--- src/rtl/bcd_down_timer.sv ---
// Loadable multi-digit BCD countdown timer with run/pause/done control.
// Counts down to zero and stops there; never wraps to all nines.
module bcd_dec_cell (
  input  logic [3:0] digit_i,
  input  logic       borrow_i,
  output logic [3:0] digit_o,
  output logic       borrow_o
);
  always_comb begin
    digit_o  = digit_i;
    borrow_o = 1'b0;
    if (borrow_i) begin
      if (digit_i == 4'd0) begin
        digit_o  = 4'd9;
        borrow_o = 1'b1;
      end else begin
        digit_o = digit_i - 4'd1;
      end
    end
  end
endmodule

module bcd_down_timer #(
  parameter int DIGITS = 2
) (
  input  logic                  clock,
  input  logic                  reset,
  input  logic                  load,
  input  logic [4*DIGITS-1:0]   load_val,
  input  logic                  start,
  input  logic                  pause,
  input  logic                  dec,
  output logic [4*DIGITS-1:0]   Count,
  output logic                  count_eq_0,
  output logic                  running,
  output logic                  done,
  output logic                  expired
);
  typedef enum logic [1:0] {
    IDLE  = 2'd0,
    RUN   = 2'd1,
    PAUSE = 2'd2,
    DONE  = 2'd3
  } state_t;

  state_t              state_q, state_d;
  logic [4*DIGITS-1:0] count_q, count_d;
  logic                expired_q, expired_d;
  logic [4*DIGITS-1:0] dec_val;
  logic [4*DIGITS-1:0] clamp_val;
  logic [DIGITS:0]     borrow;

  assign borrow[0] = 1'b1;

  for (genvar g = 0; g < DIGITS; g++) begin : g_cell
    bcd_dec_cell u_cell (
      .digit_i  (count_q[4*g +: 4]),
      .borrow_i (borrow[g]),
      .digit_o  (dec_val[4*g +: 4]),
      .borrow_o (borrow[g+1])
    );
  end

  always_comb begin
    clamp_val = load_val;
    for (int i = 0; i < DIGITS; i++) begin
      if (load_val[4*i +: 4] > 4'd9) clamp_val[4*i +: 4] = 4'd9;
    end
  end

  // A borrow out of the top digit means every digit was zero.
  assign count_eq_0 = borrow[DIGITS];
  assign Count      = count_q;
  assign running    = (state_q == RUN);
  assign done       = (state_q == DONE);
  assign expired    = expired_q;

  always_comb begin
    state_d   = state_q;
    count_d   = count_q;
    expired_d = 1'b0;
    if (load) begin
      count_d = clamp_val;
      state_d = IDLE;
    end else begin
      unique case (state_q)
        IDLE: begin
          if (!pause && start) begin
            if (count_eq_0) begin
              state_d   = DONE;
              expired_d = 1'b1;
            end else begin
              state_d = RUN;
            end
          end
        end
        RUN: begin
          if (pause) begin
            state_d = PAUSE;
          end else if (dec && !count_eq_0) begin
            count_d = dec_val;
            if (dec_val == '0) begin
              state_d   = DONE;
              expired_d = 1'b1;
            end
          end
        end
        PAUSE: begin
          if (!pause && start) state_d = RUN;
        end
        DONE: begin
          state_d = DONE;
        end
        default: state_d = IDLE;
      endcase
    end
  end

  always_ff @(posedge clock or negedge reset) begin
    if (!reset) begin
      state_q   <= IDLE;
      count_q   <= '0;
      expired_q <= 1'b0;
    end else begin
      state_q   <= state_d;
      count_q   <= count_d;
      expired_q <= expired_d;
    end
  end
endmodule

--- config.mk ---
export PLATFORM = sky130hd
export DESIGN_NAME = bcd_down_timer
export DESIGN_NICKNAME = d
export VERILOG_FILES = /design/src/rtl/bcd_down_timer.sv
export SDC_FILE = /design/constraint.sdc
export NUM_CORES = 1
export LEC_CHECK = 0
export ABC_AREA = 1
export ABC_CLOCK_PERIOD_IN_PS = 3400
export CORE_MARGIN = 2
export CORE_UTILIZATION = 40
export DETAILED_ROUTE_END_ITERATION = 6
export PLACE_DENSITY = 0.7
export SYNTH_ARGS = -nofsm -noshare
export SYNTH_HDL_FRONTEND = slang
export SYNTH_HIERARCHICAL = 1
export SYNTH_SLANG_ARGS = --single-unit
--- constraint.sdc ---
create_clock -name clock -period 3.4 [get_ports clock]
set_input_delay 0.68 -clock clock [delete_from_list [all_inputs] [get_ports clock]]
set_output_delay 0.68 -clock clock [all_outputs]
set_load 0.03 [all_outputs]
==> impl_metrics.toml, run 1 <==
[run_status]
status = "finished, final reports clean"

[cells_and_area]
fin_nets = 181
final_cells = 193
layout_commonest_cell = "nand2_1"
num_antenna_cells = 0
drive_above_1_share = 0.145
area_growth_pct = 35.9
fillers = 206
final_cell_mix = "55 x nand2_1, 25 x clkdlybuf4s50_1, 12 x nor2_1"
fin_util = 0.586

[timing]
fmax_mhz = 356
finalHoldViolations = 0
rsz0062_at_grt = "no"
drv_slew = 0
tns_ns = 0
max_slew.worst_pin.slew_ns = 0.547
setup_viol = 0
slew_headroom = 0.634
fin_crit_ns = 2.81
hold_slack_ns = 0.533
min_period_over_period = 0.827
skew_ns = 0.00341

[detailed_routing]
ant_nets = 0
drtIter0Drc = 16
avgViaCountPerCell = 4.59
via_count = 885
avgRoutedWirePerCell_um = 10.8
drc = 0
drt_first_pass_iters = 5
routed_wl_um = 2080

[clock_tree]
cts.repair.resized = 0
clock_path_buffers = 2
insertion_delay_ns = 0.27
h-tree-depth = 1
cts_inserted_buffers = 3
cts_setup_buffers = 0
clock_sinks = 11
cts-hold-fix-buffers = 0
clk_pin_slew_ns = 0.07
root_buffer = "clkbuf_4"
tritoncts = "done"

[yosys]
ys_seq_area_frac = 0.319
syn_avg_cell_area_um2 = 6.40
yosysWarnings = 6
synthCells = 135
netlist_area_um2 = 863
ys_ff_latch = 11
synth_cell_type_count = 20

[placed_design]
dp_cells = 189
port-buffer-count = 25
hpwl_um = 1650
gp_congestion = 0.814

[global_routing]
antenna_found_initial = 0
grt_pass1_vias = 854
grt_overflow = 0
grt_pass1_wl_um = 3590
grt_usage = 0.186
grt_start_max_net_pins = 14

[critical_path]
critPathKind = "reg2out"
crit_required_ns = 2.72
critPathMaxFanout = 6
end_kind = "primary output"
cp-start-kind = "register"
cp.arrival_ns = 2.13

[floorplan]
start_util = 0.431
die-width_um = 50.5
ios = 26
core_area_um2 = 2000
rows = 16
die_h_um = 50.5
dieArea_um2 = 2550

[power]
p_leak_nw = 0.576
ir_drop_v = 0.000330
p_total_uw = 505
powerDensity_nw_per_um2 = 430

[flow_run]
cap_viol_max_count = 0

[hold_path]
worst_hold_path_type = "reg2reg"
-- cells in the mapped netlist, drive strengths merged --
cell type / n / area [um^2]
buf: 1 / 11.3
conb: 1 / 3.75
xor2: 2 / 17.5
inv: 21 / 81.3
nand2: 57 / 224
dfrtp: 11 / 275
a21oi: 5 / 25.0
nor2: 17 / 101
nand3: 8 / 50.1
o21ai: 9 / 48.8
o211ai: 1 / 12.5
nand4: 2 / 12.5
-- per-layer routing --
layer,vias to the layer above,GRT usage,routed length (um)
met5,-,0,0
met4,0,0.0811,32
met3,4,0.0357,109
met2,28,0.283,915
met1,378,0.256,1020
li1,475,-,-
-- state kept, by name, indices dropped and copies added (netlist names) --
name	cells
state_q	2
expired	1
Count	8
-- critical path: stages (launching register included) --
cell,delay (ns)
dfrtp_1,0.41
nor2_1,0.19
inv_2,0.06
nor2_4,0.18
nand3_2,0.15
nor2_4,0.17
clkdlybuf4s50_1,0.69
-- stage by stage --
stage	area [um^2]	worst slack [ns]
global route	1170	0.456
floorplan	875	1.42
detailed placement	1150	0.896
finish	1170	0.589
global placement	1150	0.960
CTS	1170	0.585
-- final cells by class --
class | instances | area, um^2 | share of cell area
multi-input combinational | 105 | 507 | 0.432
sequential | 11 | 275 | 0.235
clock buffer | 4 | 26.3 | 0.0224
tap | 27 | 33.8 | 0.0288
inverter | 21 | 81.3 | 0.0693
timing repair buffer | 25 | 250 | 0.213
-- worst paths after layout --
kind,from,to,slack (ns),cells after the start
setup / recovery,Count[3],count_eq_0,0.59,6
hold / removal,Count[5],Count[5],0.53,2
setup reg to reg,Count[3],Count[1],1.48,12
hold reg to reg,Count[5],Count[5],0.53,2
max in group asynchronous,reset,Count[6],2.31,1
min in group asynchronous,reset,Count[0],0.74,1
-- cells by family (layout without fill, tap and decap cells) --
| family | count (synthesis) | in the layout | share of synthesized area |
|---|---|---|---|
| AO/OA/AOI/OAI | 15 | 15 | 0.100 |
| XOR/XNOR | 2 | 2 | 0.0203 |
| buffers and inverters | 22 | 50 | 0.107 |
| flip-flops | 11 | 11 | 0.319 |
| AND/OR/NAND/NOR | 84 | 84 | 0.449 |
| other | 1 | 4 | 0.00434 |
-- where the power goes --
group          internal [mW]  leakage, nW  switching, mW
clock network         0.0455       0.0150         0.0486
registers              0.150        0.141         0.0231
logic                 0.0937        0.420          0.144
Note: power is estimated with default switching activity, not from simulation.
==> run 2: changes to the inputs <==
ABC_CLOCK_PERIOD_IN_PS = 2640   (was 3400)
clock period = 2.64 ns   (was 3.4 ns; I/O delays follow)
==> run 2 against run 1 <==
Against the previous run:
- routed wire length barely moved
- critical path depth did not move
- combinational power rose by 29%
- clock skew did not move
- critical endpoint unchanged
- largest power group unchanged
- highest routed layer unchanged
==> impl_metrics.toml, run 2 (synthesis gave the netlist of run 1 again) <==
[run_status]
status = "finished, final reports clean"

[flow_run]
cap_viol_max_count = 0

[timing]
tns_ns = 0
min_period_over_period = 0.902
setup_viol = 0
skew_ns = 0.00341
slew_headroom = 0.634
hold_slack_ns = 0.533
drv_slew = 0
rsz0062_at_grt = "no"
timing.final.ws_setup_ns = 0.260
max_slew.worst_pin.slew_ns = 0.547
fmax_mhz = 420
fin_crit_ns = 2.38
finalHoldViolations = 0

[floorplan]
die-width_um = 50.5
start_util = 0.431
die_h_um = 50.5
core_area_um2 = 2000
dieArea_um2 = 2550
ios = 26
rows = 16

[detailed_routing]
drt_first_pass_iters = 5
via_count = 885
avgViaCountPerCell = 4.59
drtIter0Drc = 16
ant_nets = 0
avgRoutedWirePerCell_um = 10.8
drc = 0
routed_wl_um = 2080

[placed_design]
placed_area_um2 = 1150
pre_cts_ws_ns = 0.288
port-buffer-count = 25
dp_cells = 189
hpwl_um = 1650
gp_congestion = 0.813

[clock_tree]
clock_path_buffers = 2
insertion_delay_ns = 0.27
clk_pin_slew_ns = 0.07
cts_inserted_buffers = 3
cts_setup_buffers = 0
root_buffer = "clkbuf_4"
clock_sinks = 11
tritoncts = "done"
cts-hold-fix-buffers = 0
h-tree-depth = 1

[power]
power.internal_uw = 372
ir_drop_v = 0.000425
switching_share = 0.428
p_total_uw = 650
combPwrFrac = 0.470
p_sw_uw = 278
powerDensity_nw_per_um2 = 554
p_clk_frac = 0.186
pwr-share-seq = 0.343
p_leak_nw = 0.580

[global_routing]
antenna_found_initial = 0
grt_pass1_vias = 854
grt_start_max_net_pins = 14
grt_overflow = 0
grt_usage = 0.186
grt_pass1_wl_um = 3590

[cells_and_area]
fin_nets = 181
drive_above_1_share = 0.145
layout_commonest_cell = "nand2_1"
final_area_um2 = 1170
largest_reg_flops = 8
fin_util = 0.586
fillers = 207
area_growth_pct = 35.8
num_antenna_cells = 0
final_cells = 193
final_cell_mix = "55 x nand2_1, 24 x clkdlybuf4s50_1, 12 x nor2_1"

[critical_path]
end_kind = "primary output"
crit_required_ns = 2.11
slowest_delay_ns = 0.42
crit_top_cell = "nor2_4"
crit_chain = "nor2_1 -> inv_2 -> nor2_4 -> nand3_2 -> nor2_4 -> dlygate4sd2_1"
cp.arrival_ns = 1.85
critPathMaxFanout = 6
critPathKind = "reg2out"
cp-start-kind = "register"
cp_slowest_cell = "dlygate4sd2_1"

[hold_path]
worst_hold_path_type = "reg2reg"
[run 2: cell types whose count changed in the layout (fill, tap and decap cells not counted)]
cell | previous run | this run
clkdlybuf4s50_1 | 25 | 24
dlygate4sd2_1 | 0 | 1
[run 2: per-layer routing]
metal,routed length [um],track usage
met1,1020,0.256
met2,914,0.283
met3,109,0.0357
met4,32,0.0811
met5,0,0
[run 2: final timing paths]
kind | from | endpoint | slack [ns] | cells after the start
hold / removal | Count[5] | Count[5] | 0.53 | 2
min in group asynchronous | reset | Count[0] | 0.59 | 1
hold reg to reg | Count[5] | Count[5] | 0.53 | 2
setup / recovery | Count[3] | count_eq_0 | 0.26 | 6
setup reg to reg | Count[3] | Count[1] | 0.72 | 12
max in group asynchronous | reset | Count[6] | 1.71 | 1
[run 2: cell type report]
cell class / instances / area, um^2 / share of cell area
multi-input cells: 105 / 507 / 0.432
flip-flops and latches: 11 / 275 / 0.235
repair buffers: 25 / 249 / 0.212
well taps: 27 / 33.8 / 0.0288
clock buffers: 4 / 26.3 / 0.0224
inverters: 21 / 81.3 / 0.0694
[run 2: power by group through the flow]
stage | clock network, mW | logic [mW] | registers (mW)
after CTS | 0.124 | 0.308 | 0.223
after floorplan | 0 | 0.163 | 0.263
after global routing | 0.130 | 0.341 | 0.228
after detailed placement | 0 | 0.307 | 0.226
after global placement | 0 | 0.305 | 0.224
final | 0.121 | 0.306 | 0.223
[run 2: worst max-delay path, delay by kind of cell, from the launching register on]
kind | cells | cell delay [ns]
AND/OR/NAND/NOR | 4 | 0.69
buffers and inverters | 2 | 0.48
flip-flops | 1 | 0.41
[run 2: timing repair]
item | 4_1_cts | 5_1_grt
resized for setup | 1 | 0
endpoints found under the setup margin | 1 | 0
endpoints found under the hold margin | 0 | 0
==> run 3: changes to the inputs <==
CTS_CLUSTER_SIZE = 30   (was unset)
==> results of run 3 <==
No change in the layout: final DEF, timing and power equal those of run 2.
